### src/rtl/sn74xx_scan_mux.sv
// Registered CHANNELS-to-1 word multiplexer with manual select or a dwell-timed scan sequencer.
// Define SN74XX_SCAN_MUX_HOLD_EN to hold `out` while strobed off instead of clearing it.
module sn74xx_scan_mux #(
  parameter int unsigned WIDTH    = 2,
  parameter int unsigned CHANNELS = 4,
  parameter int unsigned SEL_W    = 2,
  parameter int unsigned DWELL    = 1
) (
  input  logic                      clk,
  input  logic                      rst_n,
  input  logic [WIDTH*CHANNELS-1:0] din,
  input  logic [SEL_W-1:0]          sel,
  input  logic                      str_n,
  input  logic                      mode,
  output logic [WIDTH-1:0]          out,
  output logic [SEL_W-1:0]          out_ch,
  output logic                      valid,
  output logic                      frame
);

  localparam int unsigned DcW = (DWELL > 1) ? $clog2(DWELL) : 1;

  logic [WIDTH-1:0] out_q, out_d;
  logic [SEL_W-1:0] out_ch_q, out_ch_d;
  logic             valid_q, valid_d;
  logic             frame_q, frame_d;
  logic [SEL_W-1:0] ch_q, ch_d;
  logic [DcW-1:0]   dc_q, dc_d;

  // Indices at or above CHANNELS select nothing and yield zero.
  function automatic logic [WIDTH-1:0] pick(input logic [SEL_W-1:0] idx,
                                            input logic [WIDTH*CHANNELS-1:0] data);
    logic [WIDTH-1:0] r;
    r = '0;
    for (int unsigned k = 0; k < CHANNELS; k++) begin
      if (idx == SEL_W'(k)) r = data[k*WIDTH +: WIDTH];
    end
    return r;
  endfunction

  always_comb begin
    out_d    = out_q;
    out_ch_d = out_ch_q;
    valid_d  = 1'b0;
    frame_d  = 1'b0;
    ch_d     = ch_q;
    dc_d     = dc_q;
    if (str_n) begin
`ifdef SN74XX_SCAN_MUX_HOLD_EN
      out_d = out_q;
`else
      out_d = '0;
`endif
    end else if (!mode) begin
      out_d    = pick(sel, din);
      out_ch_d = sel;
      valid_d  = 1'b1;
      ch_d     = '0;
      dc_d     = '0;
    end else begin
      out_d    = pick(ch_q, din);
      out_ch_d = ch_q;
      valid_d  = (dc_q == '0);
      frame_d  = (dc_q == '0) && (ch_q == '0);
      if (dc_q == DcW'(DWELL - 1)) begin
        dc_d = '0;
        ch_d = (ch_q == SEL_W'(CHANNELS - 1)) ? '0 : ch_q + SEL_W'(1);
      end else begin
        dc_d = dc_q + DcW'(1);
      end
    end
  end

  always_ff @(posedge clk) begin
    if (!rst_n) begin
      out_q    <= '0;
      out_ch_q <= '0;
      valid_q  <= 1'b0;
      frame_q  <= 1'b0;
      ch_q     <= '0;
      dc_q     <= '0;
    end else begin
      out_q    <= out_d;
      out_ch_q <= out_ch_d;
      valid_q  <= valid_d;
      frame_q  <= frame_d;
      ch_q     <= ch_d;
      dc_q     <= dc_d;
    end
  end

  assign out    = out_q;
  assign out_ch = out_ch_q;
  assign valid  = valid_q;
  assign frame  = frame_q;

endmodule

### config.mk
export PLATFORM = sky130hd
export DESIGN_NAME = sn74xx_scan_mux
export DESIGN_NICKNAME = d
export VERILOG_FILES = /design/src/rtl/sn74xx_scan_mux.sv
export SDC_FILE = /design/constraint.sdc
export NUM_CORES = 1
export LEC_CHECK = 0
export CORE_AREA = 4 4 41 43
export CTS_CLUSTER_SIZE = 24
export DETAILED_ROUTE_END_ITERATION = 10
export DIE_AREA = 0 0 45 47
export PLACE_DENSITY = 0.73
export SLEW_MARGIN = 20
export SYNTH_ARGS = -nofsm -noshare
export SYNTH_HDL_FRONTEND = slang
export SYNTH_SLANG_ARGS = --single-unit
### constraint.sdc
create_clock -name clk -period 1.5 [get_ports clk]
set_clock_uncertainty 0.1 [all_clocks]
set_input_delay 0.225 -clock clk [delete_from_list [all_inputs] [get_ports clk]]
set_output_delay 0.225 -clock clk [all_outputs]
set_load 0.01 [all_outputs]
==> reports/qor.txt, run 1 <==
RR Endpoint - out[0]
Fin Hold WS - 409 ps
Worst-margin pin slew - 229 ps
YS warnings - 0
Hold_sp - ch_q[0]
Layout fillers - 129
Worst Setup SP - sel[0]
Crit path launch type - input pin
Clock-pin slew on the worst setup and hold paths - 50 ps
Nature of the critical path endpoint - register
Hold EP - ch_q[0]
Status - complete, no violations
Max Fanout on Critical Path - 3
Top Ports - 20
Row count - 13
Syn nets - 68
Fraction of registers with async set/reset - 0
Reg area - 161 um2
Root Driver - clkbuf_4
Initial antenna violation count - 0
Die Ht - 47 um
Pre-Repair DR Iteration Count - 3
Count leader, synth - dfxtp_1
Layout Utilization - 0.558
Setup-failing EPs final - 0
GRT Residual Overflow - 0
Initial Util - 0.374
Post-route cell area - 726 um2
H-tree levels - 1
Crit path cell chain - clkdlybuf4s50_1, mux4_2, a32o_1
Final WL - 980 um
Final Hold Fails - 0
FF-to-FF setup slack - 120 ps
Max-Cap Viols - 0
R2R cell count - 5
CP Data Arrival Time - 1520 ps
Netlist cell types - 21
Worst Setup Slack, final - 26.7 ps
Placed instance area - 702 um2
Required time worst endpoint - 1540 ps
Worst hold path class - register to register
GP Congestion - 0.751
Post-CTS setup buffers - 0
Avg WL per Cell - 11.1 um
Ys flop type - dfxtp_1
Placement Setup Slack - -249 ps
Sequential fraction of the synthesis area - 0.329
Maximum number of pins on one net before global-route repair - 9
Post-route ant nets - 0
Slowest CP cell - clkdlybuf4s50_1
Clock Sinks - 8
Synth area leaders - dfxtp_1, ha_1, mux4_2, and2_1, nand2_1
CTS tree - done
First-pass GRT wire length - 1.59 mm
Power per Cell Area - 701 mW/mm2
Synth top cells by count - dfxtp_1, nand2_1, and2_1, ha_1, o21ai_0
Num CTS Buffers - 3
Worst-case clock buffer depth - 2
FMAX - 0.679 GHz
Synthesized cell area - 487 um2
Die span in x - 45 um
Number of synthesized flops with an enable pin - 0
# nets final - 93
Fin Setup TNS - 0 ps
Total GRT Usage - 0.107
Register bit total from synthesis - 8
Via-to-Cell Ratio - 4.89
CORE AREA - 0.00130 mm2
Vias - 430
Die area - 0.00212 mm2
Worst hold stages - 2
Antenna diodes - 0
Leak Pwr - 0.287 nW
Max transition margin - 0.847
Area Growth Syn to Fin - 49.1%
Port Buffers - 19
CTS Hold Buffers Added - 0
Slew Limit Fails - 0
Final HPWL DP - 840 um
Reg-to-reg startpoint - ch_q[0]
DRC - 0
Largest area contributor in the netlist - dfxtp_1
RSZ-0062 raised after global routing - no
Clk_lat worst skew - 250 ps
Peak supply drop - 0.000502 V
Syn Inst Count - 50
Fin crit period - 1470 ps
Post-Syn Area per Cell - 9.73 um2
Share of layout cells above drive strength 1 - 0.137
Drt first-iter violations - 1
Worst path max stage delay - 560 ps
Synth top area share - 0.329
Area of the multi-input gates - 303 um2
Critical path class - input pin to register
Final period utilization - 0.982
Vias in the first global route - 398
==> layout make-up <==
type | count | area share
multi-input cells | 38 | 0.417
repair buffers | 22 | 0.293
flip-flops and latches | 8 | 0.222
clock buffers | 3 | 0.0310
well taps | 15 | 0.0259
inverters | 2 | 0.0103
==> worst max-delay path: cells and delay by family <==
family,cells,cell delay [ps]
muxes,1,520
AOI/OAI and AO/OA,1,210
buffers and inverters,1,560
==> worst max-delay path by stage <==
stage               slack [ps]  cells past startpoint  endpoint
floorplan                  170                      5    out[1]
detailed placement        -250                      3    out[1]
finish                      30                      3    out[1]
CTS                         20                      3    out[1]
global route                 9                      3    out[1]
global placement          -210                      3    out[0]
==> flip-flops by register name, summed over array words and instances, names as in the netlist <==
name,count
frame,1
ch_q,2
out,2
out_ch,2
valid,1
==> per-stage QoR <==
| stage | std cells | power, W |
|---|---|---|
| 4_1_cts | 88 | 0.000519 |
| 5_1_grt | 88 | 0.000550 |
| 2_1_floorplan | 50 | 0.000286 |
| 3_3_place_gp | 85 | 0.000352 |
| 6_report | 88 | 0.000509 |
| 3_5_place_dp | 85 | 0.000353 |
==> kinds of logic (layout without fill, tap and decap cells) <==
group,count (synthesis),in the layout,share of synthesized area
simple gates,22,22,0.278
compound gates,8,8,0.108
flops,8,8,0.329
fa+ha+maj,4,4,0.103
mux,4,4,0.134
buf+inv,4,27,0.0488
==> report_power, final <==
part	leakage [nW]	total [W]	switching, W	internal, W
sequential	0.0660	0.000229	0.00000571	0.000224
clock	0.0138	0.000161	0.0000698	0.0000913
combinational	0.207	0.000118	0.0000408	0.0000773
==> layer usage <==
layer / vias up / part of all wire / track usage
li1: 226 / - / -
met1: 188 / 0.43 / 0.113
met2: 16 / 0.47 / 0.181
met3: 0 / 0.099 / 0.0728
met4: 0 / 0 / 0.0175
met5: - / 0 / 0
==> placed cells by master, fill, tap and decap left out, types with 3 or more instances in the layout <==
cell / Yosys / layout
nand2_1: 6 / 6
ha_1: 4 / 4
and2_1: 4 / 4
buf_4: 0 / 3
o21ai_0: 3 / 3
clkbuf_4: 0 / 3
clkdlybuf4s50_1: 0 / 19
dfxtp_1: 8 / 7
==> repair_timing <==
action                                 in CTS  in global routing
endpoints found under the hold margin       0                  0
setup endpoints to repair                   0                  2
resized for setup                           0                  1
(Power assumes the default switching activity.)
==> run 2: changes to the inputs <==
- GPL_ROUTABILITY_DRIVEN: not set -> 0
- PLACE_DENSITY: 0.73 -> 0.68
==> reports/qor.txt, run 2 (synthesized netlist as in run 1, its figures left out) <==
Status - complete, no violations
Area Growth Syn to Fin - 59.4%
Slew Limit Fails - 0
Area of the multi-input gates - 305 um2
RSZ-0062 raised after global routing - yes
Placed Instances - 91
Worst-case clock buffer depth - 2
H-tree levels - 1
Reg area - 161 um2
Worst hold path class - input pin to register
Top Ports - 20
Initial antenna violation count - 0
Num CTS Buffers - 3
Setup-failing EPs final - 0
Via-to-Cell Ratio - 5.02
Critical path's top delay family - buffers and inverters
# nets final - 99
Avg WL per Cell - 14.2 um
RR Endpoint - out[1]
Die Ht - 47 um
Initial Util - 0.374
Max transition margin - 0.819
CTS tree - done
Antenna diodes - 0
CP Data Arrival Time - 1130 ps
Clock-pin slew on the worst setup and hold paths - 50 ps
Tot Pwr - 0.000533 W
R2R cell count - 5
Layout Utilization - 0.596
Final Hold Fails - 0
Crit path cell chain - clkdlybuf4s50_1
Maximum number of pins on one net before global-route repair - 9
Clock Sinks - 8
Power per Cell Area - 687 mW/mm2
Vias in the first global route - 480
Commonest non-fill, non-tap cells in the layout - clkdlybuf4s50_1, buf_4, dfxtp_1
Nature of the critical path endpoint - primary output
Reg-to-reg startpoint - ch_q[1]
Layout fillers - 127
Hold EP - out_ch[0]
Share of layout cells above drive strength 1 - 0.215
Clk_lat worst skew - 260 ps
Die area - 0.00212 mm2
Total GRT Usage - 0.147
Vias - 472
Final period utilization - 0.968
Post-route ant nets - 0
First-pass GRT wire length - 2.14 mm
Leak Pwr - 0.324 nW
Fin crit period - 1450 ps
Slowest CP cell - clkdlybuf4s50_1
Worst path max stage delay - 540 ps
Row count - 13
Max Fanout on Critical Path - 2
Post-CTS setup buffers - 0
Hold_sp - sel[0]
Port Buffers - 19
Buf+Inv Stages, Crit Path - 1
Worst hold stages - 4
Required time worst endpoint - 1170 ps
FF-to-FF setup slack - 110 ps
Final HPWL DP - 1.10 mm
FMAX - 0.689 GHz
Non-Filler Instances - 94
Die span in x - 45 um
Peak supply drop - 0.000333 V
Max-Cap Viols - 0
GRT Residual Overflow - 0
Critical path class - register to primary output
Final WL - 1.34 mm
DRC - 0
Worst-margin pin slew - 271 ps
Drt first-iter violations - 15
Pre-Repair DR Iteration Count - 4
Crit path launch type - register
CORE AREA - 0.00130 mm2
Leading cell type in the layout, fill and taps excluded - clkdlybuf4s50_1
Fin Setup TNS - 0 ps
Root Driver - clkbuf_4
-- run 2: through the flow --
step           hold slack, ps  setup slack [ps]  area, um2
6_report                  442              48.0        776
4_1_cts                   469              13.4        769
3_5_place_dp              454              -229        747
3_3_place_gp              452              -202        747
2_1_floorplan             247               170        487
5_1_grt                   477           -0.0431        776
-- run 2: power breakdown --
part           total [W]  switching, W  internal [W]
registers       0.000228    0.00000489      0.000223
logic           0.000135     0.0000481     0.0000871
clock network   0.000170     0.0000778     0.0000919
-- run 2: final cells by class --
| type | count | area share |
|---|---|---|
| Timing Repair Buffer | 28 | 0.335 |
| Sequential cell | 8 | 0.208 |
| Inverter | 2 | 0.00968 |
| Tap cell | 15 | 0.0242 |
| Clock buffer | 3 | 0.0290 |
| Multi-Input combinational cell | 38 | 0.394 |
-- run 2: per-layer routing --
| layer | track usage | share of wire | vias up | wire length [um] |
|---|---|---|---|---|
| met5 | 0 | 0 | - | 0 |
| met4 | 0.0702 | 0.016 | 0 | 21 |
| met2 | 0.266 | 0.53 | 12 | 702 |
| met1 | 0.162 | 0.42 | 220 | 557 |
| met3 | 0.0345 | 0.040 | 3 | 54 |
| li1 | - | - | 237 | - |
-- run 2: how the worst max path moves through the flow --
stage                      to  slack (ps)  startpoint  depth (start not counted)
floorplan              out[1]         170     ch_q[0]                          5
global placement       out[1]        -200      sel[0]                          3
detailed placement     out[0]        -230      sel[0]                          3
CTS                    out[1]          10     ch_q[0]                          5
global route           out[1]       -0.04     ch_q[1]                          5
finish              out_ch[1]          50   out_ch[1]                          1
-- run 2: worst register-to-register path: stages (launching register included) --
cell,delay [ps]
dfxtp_1,400
inv_1,90
ha_1,220
nand4bb_1,120
nand3_1,90
a32o_1,260
-- run 2: what timing repair did --
action / CTS / global route
gates resized for setup: 0 / 3
hold buffers: 0 / 0
endpoints found under the hold margin: 0 / 0
setup endpoints to repair: 0 / 2
==> run 3: changes to the inputs <==
- CTS_CLUSTER_SIZE: 24 -> not set
==> results of run 3 <==
The final DEF is identical to that of run 2; final timing and power are the same.
